==> src/rtl/voice_pkg.sv <==
// Shared definitions for the per-voice envelope stage.
//   env_state_e : state encoding driven onto env_state
//   ENV_MAX     : full-scale envelope level
//   SUS_SCALE   : sustain index to level multiplier (15 * 17 = 255)
//   period()    : ticks per level step for a rate index
package voice_pkg;

  typedef enum logic [2:0] {
    StIdle    = 3'd0,
    StAttack  = 3'd1,
    StDecay   = 3'd2,
    StSustain = 3'd3,
    StRelease = 3'd4
  } env_state_e;

  localparam int unsigned ENV_MAX   = 255;
  localparam int unsigned SUS_SCALE = 17;

  function automatic int unsigned period(input int unsigned r);
    return 32'd1 << r;
  endfunction

endpackage

==> src/rtl/voice_envelope_if.sv <==
// Control and data bundle between a voice's wave generator/controller and its
// envelope stage.
//   master : drives tick, gate, rates, sustain and wave_in; reads level/state/out
//   slave  : the envelope stage itself
// The release rate is named release_rate because release is a reserved word.
interface voice_envelope_if #(
  parameter int unsigned OUTPUT_BITS = 12,
  parameter int unsigned ENV_BITS    = 8,
  parameter int unsigned RATE_BITS   = 4
) ();

  logic                          tick;
  logic                          gate;
  logic        [RATE_BITS-1:0]   attack;
  logic        [RATE_BITS-1:0]   decay;
  logic        [RATE_BITS-1:0]   sustain;
  logic        [RATE_BITS-1:0]   release_rate;
  logic signed [OUTPUT_BITS-1:0] wave_in;
  logic        [ENV_BITS-1:0]    env_level;
  logic        [2:0]             env_state;
  logic signed [OUTPUT_BITS-1:0] out;

  modport master (
    output tick, gate, attack, decay, sustain, release_rate, wave_in,
    input  env_level, env_state, out
  );

  modport slave (
    input  tick, gate, attack, decay, sustain, release_rate, wave_in,
    output env_level, env_state, out
  );

endinterface

==> src/rtl/envelope_prescaler.sv <==
// Rate prescaler for the envelope: counts ticks and emits a one-cycle step
// strobe every 2**rate ticks.
//   main_clk, reset : clock, synchronous active-high reset
//   tick            : advance strobe
//   clear           : force the count to zero; suppresses the step
//   rate            : live rate index, compared every tick
//   step            : combinational strobe, valid on the tick that completes a period
module envelope_prescaler
  import voice_pkg::*;
#(
  parameter int unsigned PRESCALE_BITS = 16,
  parameter int unsigned RATE_BITS     = 4
) (
  input  logic                 main_clk,
  input  logic                 reset,
  input  logic                 tick,
  input  logic                 clear,
  input  logic [RATE_BITS-1:0] rate,
  output logic                 step
);

  logic [PRESCALE_BITS-1:0] count_q, count_d;
  logic [PRESCALE_BITS:0]   count_inc;
  logic                     hit;

  assign count_inc = {1'b0, count_q} + (PRESCALE_BITS + 1)'(1);
  // Compare against the live rate so a lowered rate fires immediately.
  assign hit       = 32'(count_inc) >= period(32'(rate));
  assign step      = tick & ~clear & hit;

  always_comb begin
    count_d = count_q;
    if (clear) begin
      count_d = '0;
    end else if (tick) begin
      count_d = hit ? '0 : count_inc[PRESCALE_BITS-1:0];
    end
  end

  always_ff @(posedge main_clk) begin
    if (reset) begin
      count_q <= '0;
    end else begin
      count_q <= count_d;
    end
  end

endmodule

==> src/rtl/voice_envelope.sv <==
// ADSR envelope stage for one voice: tracks the gate, steps an envelope level
// through attack/decay/sustain/release and scales the incoming waveform by it.
//   main_clk, reset : clock, synchronous active-high reset
//   bus (slave)     : tick, gate, attack/decay/sustain/release_rate, wave_in in;
//                     env_level, env_state, out (all registered) out
module voice_envelope
  import voice_pkg::*;
#(
  parameter int unsigned OUTPUT_BITS   = 12,
  parameter int unsigned ENV_BITS      = 8,
  parameter int unsigned RATE_BITS     = 4,
  parameter int unsigned PRESCALE_BITS = 16
) (
  input  logic             main_clk,
  input  logic             reset,
  voice_envelope_if.slave  bus
);

  localparam int unsigned ProdBits = OUTPUT_BITS + ENV_BITS + 1;
  localparam logic [ENV_BITS-1:0] LevelMax = ENV_BITS'(ENV_MAX);

  logic                          gate_q;
  logic                          rise, fall;
  env_state_e                    state_q, state_d;
  logic        [ENV_BITS-1:0]    level_q, level_d;
  logic signed [OUTPUT_BITS-1:0] out_q, out_d;
  logic        [ENV_BITS-1:0]    sus_lvl;
  logic        [RATE_BITS-1:0]   rate;
  logic                          pre_clear, step;

  assign rise    = bus.gate & ~gate_q;
  assign fall    = ~bus.gate & gate_q;
  assign sus_lvl = ENV_BITS'(32'(bus.sustain) * SUS_SCALE);

  always_comb begin
    rate = bus.attack;
    case (state_q)
      StDecay:   rate = bus.decay;
      StRelease: rate = bus.release_rate;
      default:   rate = bus.attack;
    endcase
  end

  // Gate edges restart the period; IDLE and SUSTAIN keep the count parked at 0.
  assign pre_clear = rise | fall | (state_q == StIdle) | (state_q == StSustain);

  envelope_prescaler #(
    .PRESCALE_BITS(PRESCALE_BITS),
    .RATE_BITS    (RATE_BITS)
  ) u_prescaler (
    .main_clk(main_clk),
    .reset   (reset),
    .tick    (bus.tick),
    .clear   (pre_clear),
    .rate    (rate),
    .step    (step)
  );

  always_comb begin
    state_d = state_q;
    level_d = level_q;
    if (rise) begin
      state_d = StAttack;
    end else if (fall) begin
      if (state_q inside {StAttack, StDecay, StSustain}) state_d = StRelease;
    end else begin
      case (state_q)
        StAttack: begin
          if (step) begin
            if (level_q != LevelMax) level_d = level_q + ENV_BITS'(1);
            if (level_d == LevelMax) state_d = StDecay;
          end
        end
        StDecay: begin
          if (step) begin
            // Sustain may have been raised above the level: settle without stepping.
            if (level_q <= sus_lvl) begin
              state_d = StSustain;
            end else begin
              level_d = level_q - ENV_BITS'(1);
              if (level_d <= sus_lvl) state_d = StSustain;
            end
          end
        end
        StSustain: begin
          if (bus.tick && (sus_lvl < level_q)) state_d = StDecay;
        end
        StRelease: begin
          if (step) begin
            if (level_q != '0) level_d = level_q - ENV_BITS'(1);
            if (level_d == '0) state_d = StIdle;
          end
        end
        default: ;
      endcase
    end
  end

  // Level is treated as unsigned; 12x9 signed product fits in 20 bits.
  logic signed [ProdBits-1:0] wave_ext, level_ext, prod;
  logic                       unused_prod;

  assign wave_ext    = ProdBits'(bus.wave_in);
  assign level_ext   = ProdBits'({1'b0, level_q});
  assign prod        = wave_ext * level_ext;
  assign out_d       = prod[OUTPUT_BITS+ENV_BITS-1 -: OUTPUT_BITS];
  assign unused_prod = ^{prod[ProdBits-1], prod[ENV_BITS-1:0]};

  always_ff @(posedge main_clk) begin
    if (reset) begin
      gate_q  <= 1'b0;
      state_q <= StIdle;
      level_q <= '0;
      out_q   <= '0;
    end else begin
      gate_q  <= bus.gate;
      state_q <= state_d;
      level_q <= level_d;
      out_q   <= out_d;
    end
  end

  assign bus.env_level = level_q;
  assign bus.env_state = state_q;
  assign bus.out       = out_q;

endmodule

==> src/flat_wrapper.sv <==
// flat-port wrapper written by rule: the top's interface ports become plain ports
module voice_envelope_flat import voice_pkg::*;
#(
  parameter int unsigned OUTPUT_BITS   = 12,
  parameter int unsigned ENV_BITS      = 8,
  parameter int unsigned RATE_BITS     = 4,
  parameter int unsigned PRESCALE_BITS = 16
)
  (main_clk, reset, bus_tick, bus_gate, bus_attack, bus_decay, bus_sustain, bus_release_rate, bus_wave_in, bus_env_level, bus_env_state, bus_out);
  voice_envelope_if #(.OUTPUT_BITS(OUTPUT_BITS), .ENV_BITS(ENV_BITS), .RATE_BITS(RATE_BITS)) bus_i ();
  input  logic main_clk;
  input  logic reset;
  input wire logic [$bits(bus_i.tick)-1:0] bus_tick;
  input wire logic [$bits(bus_i.gate)-1:0] bus_gate;
  input wire logic [$bits(bus_i.attack)-1:0] bus_attack;
  input wire logic [$bits(bus_i.decay)-1:0] bus_decay;
  input wire logic [$bits(bus_i.sustain)-1:0] bus_sustain;
  input wire logic [$bits(bus_i.release_rate)-1:0] bus_release_rate;
  input wire logic [$bits(bus_i.wave_in)-1:0] bus_wave_in;
  output wire logic [$bits(bus_i.env_level)-1:0] bus_env_level;
  output wire logic [$bits(bus_i.env_state)-1:0] bus_env_state;
  output wire logic [$bits(bus_i.out)-1:0] bus_out;
  assign bus_i.tick = bus_tick;
  assign bus_i.gate = bus_gate;
  assign bus_i.attack = bus_attack;
  assign bus_i.decay = bus_decay;
  assign bus_i.sustain = bus_sustain;
  assign bus_i.release_rate = bus_release_rate;
  assign bus_i.wave_in = bus_wave_in;
  assign bus_env_level = bus_i.env_level;
  assign bus_env_state = bus_i.env_state;
  assign bus_out = bus_i.out;
  voice_envelope #(.OUTPUT_BITS(OUTPUT_BITS), .ENV_BITS(ENV_BITS), .RATE_BITS(RATE_BITS), .PRESCALE_BITS(PRESCALE_BITS)) u_core (.main_clk(main_clk), .reset(reset), .bus(bus_i));
endmodule
==> config.mk <==
export PLATFORM = sky130hd
export DESIGN_NAME = voice_envelope_flat
export DESIGN_NICKNAME = d
export VERILOG_FILES = /design/src/rtl/voice_pkg.sv /design/src/rtl/voice_envelope_if.sv /design/src/rtl/envelope_prescaler.sv /design/src/rtl/voice_envelope.sv /design/src/flat_wrapper.sv
export SDC_FILE = /design/constraint.sdc
export NUM_CORES = 1
export LEC_CHECK = 0
export CAP_MARGIN = 20
export CORE_ASPECT_RATIO = 2
export CORE_MARGIN = 1.5
export CORE_UTILIZATION = 55
export DETAILED_ROUTE_END_ITERATION = 12
export DONT_BUFFER_PORTS = 1
export PLACE_DENSITY_LB_ADDON = 0.25
export SLEW_MARGIN = 10
export SYNTH_ARGS = -nofsm -noshare
export SYNTH_HDL_FRONTEND = slang
export SYNTH_SLANG_ARGS = --single-unit
==> constraint.sdc <==
create_clock -name main_clk -period 4.71 [get_ports main_clk]
set_clock_uncertainty 0.1 [all_clocks]
set_input_delay 0.942 -clock main_clk [delete_from_list [all_inputs] [get_ports main_clk]]
set_output_delay 0.942 -clock main_clk [all_outputs]
set_load 0.1 [all_outputs]
After elaboration in Yosys (flattened, before gate mapping)
Index checks and enable logic that the tools add are counted. W data, S select, Z words.

Register bits: 40. Latch bits: 0. Memory bits (writable): 0. Bits in read-only memories: 0. Input bits: 32. Output and inout port bits: 23. Logic and storage cells: 96. Memories kept: 0.

Add/subtract/negate cells: 3. Multiply operators: 2. Div/mod/pow operators: 0. $lt $le $gt $ge: 4. Equal/unequal tests: 26. Shift-type cells: 1. Muxes and demuxes: 29. Bitwise logic cells: 12. Reductions and logical operators: 13.

Operators by type and width (number): $mux W8 (14); $ge A17 B32 Y1 (1); $shl A1 B4 Y32 const A (1); $mux W3 (10); $pmux W8 S3 (1); $mul A12 B9 Y20 (1); $reduce_and A9 Y1 (2); $add A16 B1 Y17 const B (1); $le A8 B8 Y1 (2); $mux W16 (1); $ne A4 B1 Y1 const B (4); $ne A3 B1 Y1 const B (4); $pmux W3 S4 (1); $ne A3 B2 Y1 const B (3); $add A8 B1 Y8 const B (1); $eq A8 B8 Y1 const B (1); $logic_not A8 Y1 (1); $lt A8 B8 Y1 (1); $mul A4 B5 Y8 const B (1); $ne A4 B2 Y1 const B (2); $ne A8 B8 Y1 const B (1); $pmux W4 S2 (1); $reduce_bool A8 Y1 (1); $sub A8 B1 Y8 const B (1); 18 further kinds (33).

Depth between registers and ports, before layout
Word-level depth: 18. Depth in mapped cells: 19. Depth with buffers taken out: 17.

Hierarchy
Synthesis repeated with hierarchy kept, for this count alone.

Cell total of the unflattened synthesis: 810. Area total of the unflattened synthesis: 6700.2 sq um.

Modules (own cells, without submodules): voice_envelope (instances 1, cells each 628, area each 5207.5 sq um, seq. area each 480.5 sq um); envelope_prescaler (instances 1, cells each 182, area each 1492.7 sq um, seq. area each 320.3 sq um).

Worst setup path before layout
Ideal clock, no wire load.

Path type: flip-flop to flip-flop. Start point: register u_core.level_q[2] (netlist: u_core.bus.env_level[2]). End point: register u_core.out_q[5] (netlist: u_core.bus.out[5]). Library setup time: 0.134 ns. Arrival: 5.482 ns. Data required time: 4.476 ns. Path slack: -1.006 ns. Stages on the path, launching flop included: 18. Path buffers: 2. Clock period less this slack: 5.716 ns. Cell sequence: dfxtp_1 clkbuf_1 buf_1 nand2_1 fa_1 fa_1 inv_1 ha_1 inv_1 fa_1 inv_1 ha_1 nand4b_1 o41ai_2 a31oi_1 o21bai_1 a2111oi_0 or4_1.

Word-level cells in the longest chain between the ends: 1.

Ends and longest elaborated chain: from (decl) (line voice_envelope.sv:25) `logic [ENV_BITS-1:0] level_q, level_d;`; from (signal assigned) (line voice_envelope.sv:118) `level_q <= level_d;`; $mul A12 B9 Y20 (line voice_envelope.sv:105) `assign prod = wave_ext * level_ext;`; to (signal assigned) (line voice_envelope.sv:119) `out_q <= out_d;`; to (decl) (line voice_envelope.sv:26) `logic signed [OUTPUT_BITS-1:0] out_q, out_d;`.

Every way passes these cells. A chain may end at the register's enable or synchronous reset.

Worst setup path in the final report
Start point: input bus_wave_in[5]. End point: register u_core.out_q[5] (netlist: u_core.bus.out[5]).

Word-level cells in the longest chain between the ends: 1.

Ends and longest elaborated chain: from (decl) (line flat_wrapper.sv:19) `input wire logic [$bits(bus_i.wave_in)-1:0] bus_wave_in;`; $mul A12 B9 Y20 (line voice_envelope.sv:105).

Every way passes these cells.

==> flow_metrics.py <==
metrics = {
    "synth": {
        "yosysTopAreaCell": "fa_1",
        "seq_area_frac_synth": 0.1209,
        "yosysTopAreaCellShare": 0.2268,
        "syn_area_per_cell_um2": 8.016,
        "synth_top_family_by_area": "adder cells",
        "synth_edf_count": 0,
        "netlist_area_um2": 6621,
        "synthArstFlopShare": 0,
        "synthTopCellsByCount": "116 x inv_1, 109 x nand2_1, 75 x fa_1",
        "syn_nets": 1006,
        "synth_xor_area_frac": 0.04894,
        "yosysWarnings": 0,
        "synth_compound_area_frac": 0.1234,
        "yosys.area_share.simple": 0.2423,
        "ys_types": 69,
        "synth_fa_ha_area_frac": 0.3647,
        "synth_area_leaders": "fa_1 23%, ha_1 14%, dfxtp_1 12%",
        "synthMuxAreaShare": 0.009448,
        "synth_ff_type": "dfxtp_1",
        "synthCells": 826,
        "synth_most_common_cell": "inv_1",
        "synth_seq_cells": 40,
    },
    "grt": {
        "met3_usage": 0.04092,
        "grt_busiest_layer": "met2",
        "grtUsageMet2": 0.5526,
        "antenna_found_initial": 0,
        "grtUsageMet1": 0.2680,
        "grt_pass1_wl_um": 28000,
        "grt_pass1_vias": 6318,
        "grt_max_degree": 29,
        "grt.overflow.total": 0,
        "grt.total_usage": 0.2821,
    },
    "route": {
        "avgViaCountPerCell": 6.032,
        "drt_wl_total_um": 16870,
        "final_antenna_net_count": 0,
        "wire_per_inst_um": 17.27,
        "firstDrtPassIters": 5,
        "drt-initial-drc-count": 324,
        "vias": 5893,
        "drc_errors": 0,
    },
    "clocking": {
        "cts_tree": "yes",
        "cts_sinks": 40,
        "clock_latency_ps": 300,
        "htree_levels": 2,
        "cts_root_buffer": "clkbuf_16",
        "cts_buffers": 5,
        "post_cts_buffers": 0,
        "clk_pin_slew_worst_paths_ps": 70,
        "cts_buffer_depth": 2,
    },
    "cells_and_area": {
        "nNetsFinal": 1011,
        "antennaDiodeCount": 0,
        "fin_util": 0.6221,
        "stdcell_area_um2": 7279,
        "fin_cells": 977,
        "drive_above_1_share": 0.1058,
        "synthToLayoutAreaGrowth_pct": 9.940,
    },
    "sta": {
        "finalHoldViolCount": 0,
        "finalWorstSetupSlack_ps": 127.4,
        "worst_pin_slew_ps": 981.1,
        "rsz0062_at_grt": "true",
        "clock.fmax_mhz": 218.2,
        "slew_headroom": 0.3450,
        "period_minus_slack_ps": 4583,
        "final_max_slew_viol_count": 0,
        "period_share": 0.9729,
        "setup_viol": 0,
    },
    "critical_path": {
        "slowest_stage": "fa_1",
        "critPathMaxStageDelay_ps": 530,
        "critPathTopFamily": "adder cells",
        "crit_fanout": 8,
        "worstPathRequired_ps": 4790,
        "path_depth": 15,
        "r2r_start": "u_core.bus.env_level[5]",
        "cp_cell_sequence": "nand2_1 > fa_1 > fa_1 > inv_1 > ha_1 > inv_1 > fa_1 > inv_1 > ha_1 > nand4b_1 > o41ai_4 > a31oi_1 > o21bai_1 > a2111oi_0 > or4_1",
        "arrival_ps": 4660,
        "rr_worst_depth": 14,
        "path_class": "input port to register",
        "startpoint_type": "input port",
        "critPathBufInv": 3,
        "crit_path_end_kind": "register",
        "worstSetupStartpoint": "bus_wave_in[5]",
    },
    "floorplan": {
        "start_util": 0.5659,
        "die_w_um": 80.59,
        "row_count": 56,
        "design.die.area_um2": 12750,
        "dieHeight_um": 158.2,
        "ioPinCount": 55,
        "coreArea_um2": 11700,
    },
    "min_path": {
        "hp-start": "u_core.u_prescaler.count_q[15]",
        "hold_path.class": "register to register",
        "hold_depth": 2,
    },
    "job": {
        "cap_violations": 0,
    },
    "power_and_ir_drop": {
        "p_leak_nw": 3.347,
        "power.density_nw_per_um2": 119.7,
        "p_clk_frac": 0.486,
        "ir_drop_mv": 0.2352,
        "seq_power_share": 0.389,
        "internal_power_uw": 624.5,
        "comb_power_share": 0.125,
        "p_sw_uw": 247.0,
        "swShare": 0.2834,
    },
    "status": {
        "outcome": "completed",
    },
    "placed_design": {
        "io_buffers": 0,
        "placed_cell_area_um2": 7012,
        "dpl.hpwl_um": 13800,
        "pre_cts_slack_ps": -286.5,
        "place_inst": 969,
        "gp_congestion": 0.9468,
    },
}
through the flow:
step / TNS (ps) / power [mW] / hold WS [ps]
final: 0 / 0.8716 / 398.7
after detailed placement: -1440 / 0.4537 / 382.4
after CTS: 0 / 0.8741 / 400.1
after global placement: -1020 / 0.4497 / 371.2
after floorplan: -127.8 / 0.4348 / 356.9
after global routing: -47.46 / 0.8959 / 422.0
kinds of logic after synthesis:
group	count (synthesis)
and+or+nand+nor	319
buffers and inverters	154
adders and majority gates	148
AOI/OAI and AO/OA	122
DFF	40
xor gates and xnor gates	37
muxes	6
final cells by class:
type                    count  area, um^2
well taps                 145       181.4
flip-flops and latches     40       830.8
inverters                 118       442.9
clock buffers               5       125.1
clock inverters             3       45.04
multi-input cells         632        5399
fillers                   997        4422
repair buffers             34       255.2
what timing repair did:
| item | CTS | global route |
|---|---|---|
| endpoints found under the hold margin | 0 | 0 |
| resized for setup | 0 | 16 |
| setup endpoints to repair | 0 | 7 |
| hold buffers | 0 | 0 |
power by group through the flow:
stage / Sequential (mW) / Combinational, mW / Clock [mW]
finish: 0.339 / 0.109 / 0.423
global route: 0.339 / 0.121 / 0.436
CTS: 0.339 / 0.107 / 0.428
detailed placement: 0.347 / 0.107 / 0
global placement: 0.347 / 0.103 / 0
floorplan: 0.352 / 0.0827 / 0
layout by cell type, fill, tap and decap left out, types with 3 or more instances in the layout:
cell type | synthesis | layout
inv_1 | 116 | 116
nand2_1 | 109 | 107
fa_1 | 75 | 70
ha_1 | 73 | 66
and2_1 | 60 | 57
nor2_1 | 45 | 45
nand3_1 | 35 | 35
buf_4 | 1 | 34
a21oi_1 | 36 | 33
dfxtp_1 | 40 | 32
xnor2_1 | 25 | 25
o21ai_0 | 25 | 22
nor3_1 | 15 | 15
xor2_1 | 12 | 12
nand4_1 | 9 | 9
dfxtp_4 | 0 | 8
nand2b_1 | 7 | 7
o221ai_1 | 6 | 6
nor2b_1 | 6 | 6
nand4b_1 | 5 | 5
a31oi_1 | 6 | 5
o211ai_1 | 5 | 5
fa_2 | 0 | 5
ha_4 | 0 | 5
clkbuf_16 | 0 | 5
o22ai_1 | 4 | 4
nor4_1 | 5 | 4
and3_1 | 4 | 4
a311oi_1 | 5 | 4
mux2i_1 | 4 | 4
o21ai_1 | 1 | 3
and2_4 | 0 | 3
a21oi_2 | 0 | 3
a21o_1 | 3 | 3
o21a_1 | 3 | 3
metal layers:
| metal | part of all wire | wire length, um |
|---|---|---|
| met1 | 0.34 | 5790 |
| met2 | 0.56 | 9516 |
| met3 | 0.051 | 864 |
| met4 | 0.041 | 697 |
| met5 | 0 | 0 |
final timing paths:
path                                                        to  slack, ps
worst min register to register  u_core.u_prescaler.count_q[15]        400
worst min-delay path            u_core.u_prescaler.count_q[15]        400
worst max-delay path                         u_core.bus.out[5]        130
worst max register to register               u_core.bus.out[5]        290
flip-flops by register name (all words and copies together) (netlist names):
| register | cells |
|---|---|
| u_core.u_prescaler.count_q | 16 |
| u_core.bus.out | 12 |
| u_core.gate_q | 1 |
| u_core.bus.env_level | 8 |
| u_core.bus.env_state | 3 |
worst min-delay path: cells and delay by family (launching register included):
| family | cells | cell delay (ps) |
|---|---|---|
| compound gates | 1 | 50 |
| flops | 1 | 340 |
| simple gates | 1 | 60 |
No activity file was read; power rests on OpenSTA's default activity.
